**src/rtl/zbus_tracer.sv**
```systemverilog
// zbus_tracer: classifies Z80 bus cycles, filters them by type and address window,
// and queues {type, addr, data, ts} entries in a show-ahead FIFO with overflow count.
// Optional timestamp counter is built when ZTRACE_TIMESTAMP_EN is defined.
module zbus_tracer #(
    parameter int DEPTH_LOG = 4,
    parameter int TS_W      = 16
) (
    input  logic                    fclk,
    input  logic                    rst,
    input  logic                    zmreq_n,
    input  logic                    ziorq_n,
    input  logic                    zrd_n,
    input  logic                    zwr_n,
    input  logic                    zm1_n,
    input  logic                    zrfsh_n,
    input  logic [15:0]             za,
    input  logic [7:0]              zd,
    input  logic [5:0]              type_mask,
    input  logic                    win_en,
    input  logic [15:0]             win_lo,
    input  logic [15:0]             win_hi,
    input  logic                    clear,
    input  logic                    pop,
    output logic [27+TS_W-1:0]      rd_data,
    output logic                    empty,
    output logic                    full,
    output logic [DEPTH_LOG:0]      count,
    output logic [7:0]              ovf_cnt
);

    localparam int                 DEPTH    = 2**DEPTH_LOG;
    localparam logic [DEPTH_LOG:0] FULL_CNT = (DEPTH_LOG+1)'(DEPTH);
    localparam logic [DEPTH_LOG:0] CNT_ONE  = (DEPTH_LOG+1)'(1);
    localparam logic [DEPTH_LOG-1:0] PTR_ONE = DEPTH_LOG'(1);

    typedef enum logic [1:0] {IDLE, ACTIVE, COMMIT} state_t;

    state_t               state, next_state;
    logic                 cls_vld;
    logic [2:0]           cls_type;
    logic                 cap_en;
    logic                 commit;
    logic                 rst_hold;
    logic [2:0]           cap_type;
    logic [15:0]          cap_addr;
    logic [7:0]           cap_data;
    logic [TS_W-1:0]      ts_cnt;
    logic [27+TS_W-1:0]   mem [DEPTH];
    logic [DEPTH_LOG-1:0] wr_ptr, rd_ptr;
    logic                 pass, push_req, do_push, do_pop, drop;

    function automatic logic [7:0] sat_inc8(input logic [7:0] v);
        return (v == 8'hFF) ? v : v + 8'd1;
    endfunction

    // Decode the strobe combination into a cycle type; refresh is never traced
    always_comb begin
        cls_vld  = 1'b0;
        cls_type = 3'd0;
        if (zrfsh_n) begin
            if (!zmreq_n && !zrd_n && !zm1_n) begin
                cls_vld = 1'b1; cls_type = 3'd0;
            end else if (!zmreq_n && !zrd_n) begin
                cls_vld = 1'b1; cls_type = 3'd1;
            end else if (!zmreq_n && !zwr_n) begin
                cls_vld = 1'b1; cls_type = 3'd2;
            end else if (!ziorq_n && !zrd_n && zm1_n) begin
                cls_vld = 1'b1; cls_type = 3'd3;
            end else if (!ziorq_n && !zwr_n) begin
                cls_vld = 1'b1; cls_type = 3'd4;
            end else if (!ziorq_n && !zm1_n) begin
                cls_vld = 1'b1; cls_type = 3'd5;
            end
        end
    end

    // FSM state register
    always_ff @(posedge fclk) begin
        if (rst) state <= IDLE;
        else     state <= next_state;
    end

    // FSM next state and capture/commit strobes
    always_comb begin
        next_state = state;
        cap_en     = 1'b0;
        commit     = 1'b0;
        unique case (state)
            IDLE: begin
                if (cls_vld && !rst_hold) begin
                    next_state = ACTIVE;
                    cap_en     = 1'b1;
                end
            end
            ACTIVE: begin
                if (cls_vld) cap_en = 1'b1;
                else         next_state = COMMIT;
            end
            COMMIT: begin
                commit     = 1'b1;
                next_state = IDLE;
            end
            default: next_state = IDLE;
        endcase
    end

    // After reset, ignore a bus cycle that was already in progress until strobes go idle
    always_ff @(posedge fclk) begin
        if (rst)           rst_hold <= 1'b1;
        else if (!cls_vld) rst_hold <= 1'b0;
    end

    // Capture registers track the bus while the cycle lasts; last sample wins
    always_ff @(posedge fclk) begin
        if (cap_en) begin
            cap_type <= cls_type;
            cap_addr <= za;
            cap_data <= zd;
        end
    end

`ifdef ZTRACE_TIMESTAMP_EN
    // Free-running timestamp, wraps naturally
    always_ff @(posedge fclk) begin
        if (rst) ts_cnt <= '0;
        else     ts_cnt <= ts_cnt + TS_W'(1);
    end
`else
    assign ts_cnt = '0;
`endif

    assign pass     = type_mask[cap_type] &&
                      (!win_en || ((cap_addr >= win_lo) && (cap_addr <= win_hi)));
    assign push_req = commit && pass && !clear;
    assign do_pop   = pop && !empty && !clear;
    assign do_push  = push_req && (!full || do_pop);
    assign drop     = push_req && full && !do_pop;

    // FIFO storage; data path carries no reset
    always_ff @(posedge fclk) begin
        if (do_push) mem[wr_ptr] <= {cap_type, cap_addr, cap_data, ts_cnt};
    end

    // FIFO pointers, occupancy and overflow counter
    always_ff @(posedge fclk) begin
        if (rst || clear) begin
            wr_ptr  <= '0;
            rd_ptr  <= '0;
            count   <= '0;
            ovf_cnt <= 8'd0;
        end else begin
            if (do_push) wr_ptr <= wr_ptr + PTR_ONE;
            if (do_pop)  rd_ptr <= rd_ptr + PTR_ONE;
            if (do_push && !do_pop)      count <= count + CNT_ONE;
            else if (do_pop && !do_push) count <= count - CNT_ONE;
            if (drop) ovf_cnt <= sat_inc8(ovf_cnt);
        end
    end

    assign rd_data = mem[rd_ptr];
    assign empty   = (count == '0);
    assign full    = (count == FULL_CNT);

endmodule

```
**config.mk**
```make
export PLATFORM = sky130hd
export DESIGN_NAME = zbus_tracer
export DESIGN_NICKNAME = d
export VERILOG_FILES = /design/src/rtl/zbus_tracer.sv
export SDC_FILE = /design/constraint.sdc
export NUM_CORES = 1
export LEC_CHECK = 0
export BUFFER_PORTS_ARGS = -buffer_cell sky130_fd_sc_hd__buf_4
export CAP_MARGIN = 25
export CORE_MARGIN = 3
export CORE_UTILIZATION = 60
export CTS_BUF_LIST = sky130_fd_sc_hd__clkbuf_4 sky130_fd_sc_hd__clkbuf_8 sky130_fd_sc_hd__clkbuf_16
export DETAILED_ROUTE_END_ITERATION = 16
export HOLD_SLACK_MARGIN = 0.02
export PLACE_DENSITY = 0.85
export SLEW_MARGIN = 10
export SYNTH_ARGS = -nofsm -noshare
export SYNTH_HDL_FRONTEND = slang
export SYNTH_SLANG_ARGS = --single-unit
```
**constraint.sdc**
```tcl
create_clock -name fclk -period 4.06 [get_ports fclk]
set_clock_uncertainty 0.05 [all_clocks]
set_input_delay 0.609 -clock fclk [delete_from_list [all_inputs] [get_ports fclk]]
set_output_delay 0.609 -clock fclk [all_outputs]
set_load 0.01 [all_outputs]
```
==> results of run 1 <==
==> power breakdown <==
group          switching, uW  internal, uW
logic                    121          98.7
clock network           1810          2580
registers               28.1          5480
total                   1960          8160
==> cells by family after synthesis <==
kind of cell / after synthesis
multiplexers: 142
adder cells (fa/ha/maj): 43
XOR/XNOR: 12
flip-flops: 487
other: 1
AO/OA/AOI/OAI: 62
buffers and inverters: 92
AND/OR/NAND/NOR: 104
==> how the worst max path moves through the flow <==
| stage | start | to |
|---|---|---|
| final | cap_addr[15]$_DFFE_PP_ | count[4]$_SDFFE_PP0P_ |
| after global routing | cap_addr[0]$_DFFE_PP_ | count[4]$_SDFFE_PP0P_ |
| after CTS | cap_addr[0]$_DFFE_PP_ | count[4]$_SDFFE_PP0P_ |
| after detailed placement | win_lo[0] | count[4]$_SDFFE_PP0P_ |
| after global placement | win_lo[0] | count[4]$_SDFFE_PP0P_ |
| after floorplan | win_lo[13] | count[4]$_SDFFE_PP0P_ |
==> metal layers <==
layer / wire length (um) / vias to the layer above / global-route usage / share of wire
met5: 0 / - / 0 / 0
met4: 2120 / 0 / 0.114 / 0.046
met3: 4000 / 147 / 0.0451 / 0.087
met2: 23800 / 653 / 0.450 / 0.52
met1: 15800 / 5141 / 0.344 / 0.35
li1: - / 4179 / - / -
==> metrics by stage <==
stage	setup WS (ns)	area, um^2	util	power, uW
global placement	0.278	21300	0.670	5810
CTS	0.0865	22900	0.719	10200
global route	0.0758	22900	0.719	10400
finish	0.240	22900	0.719	10100
detailed placement	0.152	21300	0.670	5820
floorplan	0.412	19600	-	5710
==> cells in the final DEF (no fill, tap or decap), drive strengths merged, types with 2 or more instances in the layout <==
master   synthesis  routed
and3             2       2
ha              42      42
a21o             3       3
nand2b           4       4
nand3b           2       2
a21oi           25      25
o21ai           11      11
dfxtp           28      28
nand4            4       4
edfxtp         459     459
buf             27     159
or4              2       2
bufinv           0       7
clkbuf          22      53
o21a             3       3
clkinv           0      22
inv             43      45
nand2           17      17
and2            16      16
and4             5       5
mux4           135     135
xnor2            6       6
o211ai           5       5
nand3            6       6
xor2             6       6
o211a            2       2
or3              3       3
mux2i            7       7
o2111ai          3       3
conb             1      16
nor3             6       6
nor2            31      31
==> area by class of cell <==
type	count	area (um^2)
well taps	435	544
clock buffers	53	1200
flip-flops and latches	487	14400
fillers	1801	8940
repair buffers	159	1430
clock inverters	32	347
multi-input cells	379	4820
inverters	43	161
==> state kept, by name, summed over array words and instances, names as in the netlist, named ones only <==
register / count
cap_addr: 16
mem: 432
rst_hold: 1
wr_ptr: 4
cap_type: 3
state: 2
rd_ptr: 4
ovf_cnt: 8
cap_data: 8
count: 5
==> critical path: stages (launching register included) <==
cell      delay (ns)
edfxtp_1        0.55
ha_1            0.38
and4_1          0.25
nand3_1         0.09
o32a_1          0.41
a21oi_4         0.19
o211ai_2        0.12
inv_1           0.09
ha_1            0.19
inv_1           0.11
fa_1            0.43
a21o_1          0.18
a21oi_1         0.18
xnor2_1         0.09
or3_1           0.31
a21oi_1         0.13
==> cell usage after synthesis (3+ instances only) <==
master	instances	area, um^2
o21a_1	3	22.5
a21oi_1	24	120
mux4_2	135	3040
nand3_1	6	30.0
nor2_1	30	113
o2111ai_1	3	26.3
xnor2_1	6	52.6
and2_1	16	100
or3_1	3	18.8
nand4_1	4	25.0
dfxtp_1	28	561
and4_1	5	43.8
buf_4	16	120
ha_1	42	526
mux2i_1	7	70.1
nand2_1	17	63.8
clkbuf_1	22	82.6
o21ai_0	9	45.0
nor3_1	6	30.0
nand2b_1	4	25.0
buf_1	7	26.3
buf_2	3	15.0
inv_1	43	161
o211ai_1	3	22.5
xor2_1	6	52.6
edfxtp_1	459	13800
==> qor.txt, run 1 <==
I/O pin count = 131
Flop2flop setup slack = 0.24 ns
Maxcap violations = 0
Max-slew headroom = 0.534
Ant diodes = 0
RSZ-0062 raised after global routing = false
Leak = 0.00761 uW
Register area share after synthesis = 0.735
Final ANT Viol Nets = 0
Period utilization = 0.941
Maximum vdd drop = 0.338 mV
Worst Hold Class = input port to flip-flop
Setup CP Type = flip-flop to flip-flop
Clock Latency Late Sink = 0.55 ns
Mean Syn Cell Area = 20.7 um^2
Yosys reg bits = 487
Cts bufs inserted = 46
Placed insts = 1,503
HP Start = za[14]
Post-Synthesis Cell Area = 19,500 um^2
Gr usage total = 0.265
Synth warn = 0
Hold slack = 0.181 ns
Drt wl/cell = 28.8 um
WL final = 45,800 um
Mux contribution to synthesized area = 0.159
Die area = 34,700 um^2
# hold bufs at CTS = 0
Number of synthesized flops with an enable pin = 459
Largest family of logic cells by synthesized area = multiplexers
Layout Nets = 1,232
Least-Margin Pin Slew = 0.699 ns
Port Buffer Count = 114
Final Slew Violations = 0
RR Endpoint = count[4]$_SDFFE_PP0P_
Power per cell area = 443 nW/um^2
Post-Route Setup TNS = 0 ns
Synth Area in Simple Gates = 0.0283
GP Congestion = 0.816
Final Hold Viols = 0
Compound-Gate Fraction of Synth Area = 0.0224
Chip height = 186 um
R2r startpoint = cap_addr[15]$_DFFE_PP_
Core area = 31,800 um^2
Vias in the first global route = 10,653
H-tree levels = 2
Layout Cells excl Fill = 1,588
Post_cts resized = 0
Post-CTS Setup Repair Bufs = 0
Worst EP arrival = 4.24 ns
Clk sink count = 487
Clk root buf = clkbuf_16
Reg clk slew, reported paths = 0.06 ns
CTS tree = yes
Fmax = 0.262 GHz
Via density = 6.37
Cells on worst reg2reg path = 15
Area grow syn2layout = 17.2%
CP required = 4.48 ns
Post-synthesis async set-or-reset flop share = 0
Status = completed
Hold path endpoint = cap_addr[14]$_DFFE_PP_
CTS Buffer Depth = 3
Crit. End Element = flip-flop
CP max FO = 4
Total gr overflow = 0
Final setup fails = 0
Post-synthesis cell type count = 57
Via Count = 10,120
Initial Utilization = 0.614
First-pass GRT wire length = 67,400 um
Layout cells sized above 1 = 0.333
Xor and xnor area share after synthesis = 0.00539
Initial antenna violation count = 0
First drt pass iteration count = 5
Cells after Synth = 943
Synth Area in Adders = 0.0280
Main flop type after synthesis = edfxtp_1
Die width = 186 um
Pin count of the biggest net entering global routing = 53
DRC = 0
Crit path time final = 3.82 ns
1st-iter DRT viols = 1,184
Row count = 65
HPWL after DPL = 23,900 um
Startpoint Class = flip-flop
Hold Path Depth = 1
(Power assumes the default switching activity.)
==> run 2: changes to the inputs <==
--- a/config.mk
+++ b/config.mk
@@ -5,14 +5,15 @@
 export SDC_FILE = /design/constraint.sdc
 export NUM_CORES = 1
 export LEC_CHECK = 0
+export ABC_AREA = 1
 export BUFFER_PORTS_ARGS = -buffer_cell sky130_fd_sc_hd__buf_4
-export CAP_MARGIN = 25
+export CAP_MARGIN = 20
 export CORE_MARGIN = 3
 export CORE_UTILIZATION = 60
 export CTS_BUF_LIST = sky130_fd_sc_hd__clkbuf_4 sky130_fd_sc_hd__clkbuf_8 sky130_fd_sc_hd__clkbuf_16
 export DETAILED_ROUTE_END_ITERATION = 16
 export HOLD_SLACK_MARGIN = 0.02
-export PLACE_DENSITY = 0.85
+export PLACE_DENSITY = 0.79
 export SLEW_MARGIN = 10
 export SYNTH_ARGS = -nofsm -noshare
 export SYNTH_HDL_FRONTEND = slang
==> run 2 against run 1 <==
Total power barely moved. Sequential share of layout area fell by 2.6 points. Worst setup slack got worse by 0.021 ns. First-iteration DRC count rose by 17%. Final cell count rose by 37%. Hold slack got worse by 0.010 ns. Final area rose by 4.3%.
==> qor.txt, run 2 <==
Status = completed
Number of synthesized flops with an enable pin = 459
Final Hold Viols = 0
Fmax = 0.260 GHz
Worst Setup EP = rd_data[35]
Final setup fails = 0
Area grow syn2layout = 16.0%
Layout filler cell count = 2,169
Layout Cells excl Fill = 2,177
Cts bufs inserted = 47
Post-Route Setup TNS = 0 ns
Commonest non-fill, non-tap cell in the layout = edfxtp_1
Flop2flop setup slack = 0.49 ns
CP max FO = 51
Vias in the first global route = 12,884
Chip height = 191 um
Period utilization = 0.946
Register area share after synthesis = 0.698
First-pass GRT wire length = 71,800 um
Most common cell in the netlist = edfxtp_1
Cells after Synth = 1,553
H-tree levels = 2
Final ANT Viol Nets = 0
Via density = 5.95
Drt wl/cell = 21.5 um
R2r startpoint = cap_type[0]$_SDFFCE_PP0P_
I/O pin count = 131
Mean Syn Cell Area = 13.2 um^2
Gr usage total = 0.258
Main flop type after synthesis = edfxtp_1
Via Count = 12,957
Die width = 191 um
Reg clk slew, reported paths = 0.06 ns
RSZ-0062 raised after global routing = false
Layout Nets = 1,807
Final Slew Violations = 0
Startpoint Class = flip-flop
Register name with the most flops = mem
Ranking of synthesized cells by area = edfxtp_1, mux2i_1, o211ai_1
First drt pass iteration count = 6
RR Endpoint = count[4]$_SDFFE_PP0P_
Post-synthesis async set-or-reset flop share = 0
Leak = 0.00840 uW
Total gr overflow = 0
Post-Synthesis Cell Area = 20,600 um^2
Cells on worst reg2reg path = 15
CTS Buffer Depth = 3
Crit. End Element = output pin
Clock Latency Late Sink = 0.56 ns
Post_cts resized = 0
Synth warn = 0
Commonest cells after routing, fill and taps aside = edfxtp_1, inv_1, buf_4, a21oi_1
Max-slew headroom = 0.310
Die area = 36,500 um^2
HPWL after DPL = 26,500 um
Maximum vdd drop = 0.296 mV
CP required = 3.40 ns
Met1 GRT Util = 0.339
GR peak layer = met2
Ant diodes = 0
Core area = 33,600 um^2
Share of the synthesized area in the top cell type = 0.671
GP Congestion = 0.816
Power per cell area = 424 nW/um^2
Clk sink count = 487
Row count = 67
Met3 GRT Util = 0.0449
Largest register FFs = 432
WL final = 46,900 um
Crit path time final = 3.84 ns
Port Buffer Count = 114
1st-iter DRT viols = 1,382
Setup CP Type = flip-flop to output pin
Commonest cells post-synth = edfxtp_1, inv_1, a21oi_1
Placed insts = 2,089
Cell taking the most area after synthesis = edfxtp_1
Maxcap violations = 0
DRC = 0
Yosys reg bits = 487
Pin count of the biggest net entering global routing = 98
Worst EP arrival = 3.18 ns
Largest registers = mem (432), cap_addr (16)
Met2 Resource Use GR = 0.437
Post-synthesis cell type count = 44
Least-Margin Pin Slew = 1.03 ns
CTS tree = yes
Worst Hold Class = input port to flip-flop
Initial antenna violation count = 0
Initial Utilization = 0.611
Layout cells sized above 1 = 0.170
Clk root buf = clkbuf_16
==> run 2: cell count changes after synthesis, sizes merged, moves of 38 or more <==
cell    delta
o211ai   +104
nand2     +93
o21ai    +130
mux2i    +101
mux4     -135
inv      +138
nand3     +38
a21oi    +107
==> run 2: layout make-up <==
class	count	area, um^2	area share
clock inverters	26	246	0.0103
multi-input cells	802	5210	0.219
flip-flops and latches	487	14400	0.602
clock buffers	61	1310	0.0550
inverters	186	706	0.0296
repair buffers	167	1450	0.0610
well taps	448	561	0.0235
==> run 2: cell families (layout without fill, tap and decap cells) <==
group,Yosys count,after routing,synth area share
xor+xnor,5,5,0.00213
flops,487,487,0.698
buf+inv,279,440,0.0573
simple gates,237,237,0.0522
fa+ha+maj,43,43,0.0265
other cells,1,16,0.000182
mux,108,108,0.0526
compound gates,393,393,0.111
==> run 2: repair_timing <==
action                                  CTS  global route
hold buffers                              0             0
buffers inserted                          0             1
endpoints found under the setup margin    0             1
==> run 2: report_power, final <==
part	internal, uW	switching [uW]	leakage (uW)
registers	5490	31.7	0.00436
logic	108	142	0.00325
clock network	2540	1800	0.000783
total	8140	1970	0.00840
==> run 2: routing by layer <==
metal / vias up / share of wire / routed length (um)
li1: 5914 / - / -
met2: 621 / 0.50 / 23300
met1: 6309 / 0.38 / 17900
met5: - / 0 / 0
met4: 0 / 0.030 / 1420
met3: 113 / 0.091 / 4260
==> run 2: metrics by stage <==
stage | setup slack, ns | power (uW) | utilization | hold WS (ns) | cell area (um^2)
final | 0.219 | 10100 | 0.709 | 0.171 | 23800
after global routing | 0.149 | 10400 | 0.709 | 0.157 | 23800
after CTS | 0.232 | 10200 | 0.709 | 0.154 | 23800
after detailed placement | 0.313 | 5880 | 0.663 | 0.423 | 22300
after global placement | 0.390 | 5870 | 0.663 | 0.404 | 22300
after floorplan | 0.485 | 5760 | - | 0.385 | 20600
==> run 2: how the worst min path moves through the flow <==
stage | from | slack [ns] | end | depth (start not counted)
after floorplan | state[0]$_SDFFE_PP0P_ | 0.39 | state[1]$_SDFFE_PP0P_ | 2
after CTS | za[3] | 0.15 | cap_addr[3]$_DFFE_PP_ | 1
final | za[10] | 0.17 | cap_addr[10]$_DFFE_PP_ | 1
after global placement | state[0]$_SDFFE_PP0P_ | 0.40 | state[1]$_SDFFE_PP0P_ | 2
after detailed placement | state[0]$_SDFFE_PP0P_ | 0.42 | state[1]$_SDFFE_PP0P_ | 2
after global routing | za[8] | 0.16 | cap_addr[8]$_DFFE_PP_ | 1
==> run 2: worst max-delay path: stages (launching register included) <==
cell	delay [ns]
dfxtp_4	0.62
clkinv_2	0.82
buf_4	0.49
o21ai_0	0.22
o211ai_1	0.11
nand2_1	0.18
buf_4	0.16
==> run 3: changes to the inputs <==
--- a/config.mk
+++ b/config.mk
@@ -14,6 +14,7 @@
 export DETAILED_ROUTE_END_ITERATION = 16
 export HOLD_SLACK_MARGIN = 0.02
 export PLACE_DENSITY = 0.79
+export RECOVER_POWER = 25
 export SLEW_MARGIN = 10
 export SYNTH_ARGS = -nofsm -noshare
 export SYNTH_HDL_FRONTEND = slang
==> run 3 against run 2 <==
Maximum frequency about the same. Die area did not move. Final area down 0.14%. Global-route usage stayed put. Largest cell class unchanged. Largest power group unchanged.
==> qor.txt, run 3 (synthesis results as in run 2) <==
Clock Power Share = 0.429
Power per cell area = 425 nW/um^2
Final Slew Violations = 0
DRC = 0
Period utilization = 0.946
Final Hold Viols = 0
Maximum vdd drop = 0.298 mV
Largest register FFs = 432
Startpoint Class = flip-flop
I/O pin count = 131
First drt pass iteration count = 5
Worst Hold Class = input port to flip-flop
CP required = 3.40 ns
Die width = 191 um
Crit path largest cell delay = 0.81 ns
Chip height = 191 um
Fmax = 0.260 GHz
WL final = 46,800 um
Core area = 33,600 um^2
Clk sink count = 487
Row count = 67
Clock Latency Late Sink = 0.56 ns
Crit path time final = 3.84 ns
Vias in the first global route = 12,884
Sw Ratio = 0.195
Comb power frac = 0.024
DP Area = 22,300 um^2
Initial antenna violation count = 0
Post-Route Setup TNS = 0 ns
Least-Margin Pin Slew = 1.07 ns
CTS tree = yes
Via Count = 12,932
Cts bufs inserted = 47
Port Buffer Count = 114
Layout Nets = 1,807
CP max FO = 51
Die area = 36,500 um^2
Net Sw Power = 1970 uW
Fin area = 23,800 um^2
Via density = 5.94
Final ANT Viol Nets = 0
Total gr overflow = 0
Maxcap violations = 0
Initial Utilization = 0.611
Most frequent cell on the critical path = buf_4
Setup CP Type = flip-flop to output pin
GP Congestion = 0.816
Commonest cells after routing, fill and taps aside = edfxtp_1, inv_1, a21oi_1, buf_4
RSZ-0062 raised after global routing = false
Largest registers = mem (432), cap_addr (16)
Final setup fails = 0
Commonest non-fill, non-tap cell in the layout = edfxtp_1
Worst EP arrival = 3.18 ns
Sequential share of power = 0.547
Area grow syn2layout = 15.8%
Drt wl/cell = 21.5 um
Max-slew headroom = 0.285
Post_cts resized = 0
Critical Path, Cell by Cell = clkinv_2 -> buf_4 -> o21ai_0 -> o211ai_1 -> nand2_1 -> buf_4
Pin count of the biggest net entering global routing = 98
Reg clk slew, reported paths = 0.06 ns
First-pass GRT wire length = 71,800 um
# hold bufs at CTS = 0
Hold slack = 0.192 ns
Leak = 0.00836 uW
Gr usage total = 0.258
1st-iter DRT viols = 1,299
Status = completed
Clk root buf = clkbuf_16
Slowest CP cell = clkinv_2
CTS Buffer Depth = 3
Ant diodes = 0
Layout cells sized above 1 = 0.165
H-tree levels = 2
Crit. End Element = output pin
Register name with the most flops = mem
HPWL after DPL = 26,500 um
Int Power = 8140 uW
run 3: power groups by stage:
stage | logic, uW | clock network [uW] | registers [uW]
2_1_floorplan | 124 | 0 | 5640
3_3_place_gp | 235 | 0 | 5630
3_5_place_dp | 246 | 0 | 5630
4_1_cts | 248 | 4390 | 5530
5_1_grt | 276 | 4600 | 5530
6_report | 245 | 4340 | 5530
run 3: repair_timing:
item                       CTS  global route
setup endpoints to repair    0             1
setup buffers                0             1
hold endpoints to repair     0             0
run 3: layout make-up:
class	instances	area (um^2)
fillers	2178	9810
repair buffers	167	1420
clock buffers	61	1310
flip-flops and latches	487	14400
well taps	448	561
inverters	186	706
clock inverters	26	246
multi-input cells	802	5210
run 3: critical path, delay by kind of cell (launching register included):
| kind | cells | cell delay [ns] |
|---|---|---|
| buffers and inverters | 3 | 1.46 |
| DFF | 1 | 0.62 |
| AOI/OAI and AO/OA | 2 | 0.33 |
| and+or+nand+nor | 1 | 0.18 |
run 3: routing by layer:
metal  wire [um]  global-route usage
met1       17700               0.339
met4        1450              0.0940
met3        4340              0.0449
met5           0                   0
met2       23300               0.437
run 3: path summary, 6_finish.rpt:
path,startpoint,endpoint,slack [ns],cells after the start
setup / recovery,flip-flop,rd_data[35],0.22,6
hold / removal,za[10],cap_addr[10]$_DFFE_PP_,0.19,1
setup reg to reg,cap_type[0]$_SDFFCE_PP0P_,count[4]$_SDFFE_PP0P_,0.49,15
hold reg to reg,rst_hold$_SDFFE_PP1N_,rst_hold$_SDFFE_PP1N_,0.43,2
run 3: per-stage QoR:
step / power (uW) / cells / util / worst slack (ns)
after floorplan: 5760 / 1568 / - / 0.485
after global placement: 5870 / 2089 / 0.663 / 0.390
after detailed placement: 5880 / 2089 / 0.663 / 0.313
after CTS: 10200 / 2176 / 0.709 / 0.232
after global routing: 10400 / 2177 / 0.708 / 0.149
final: 10100 / 2177 / 0.708 / 0.220
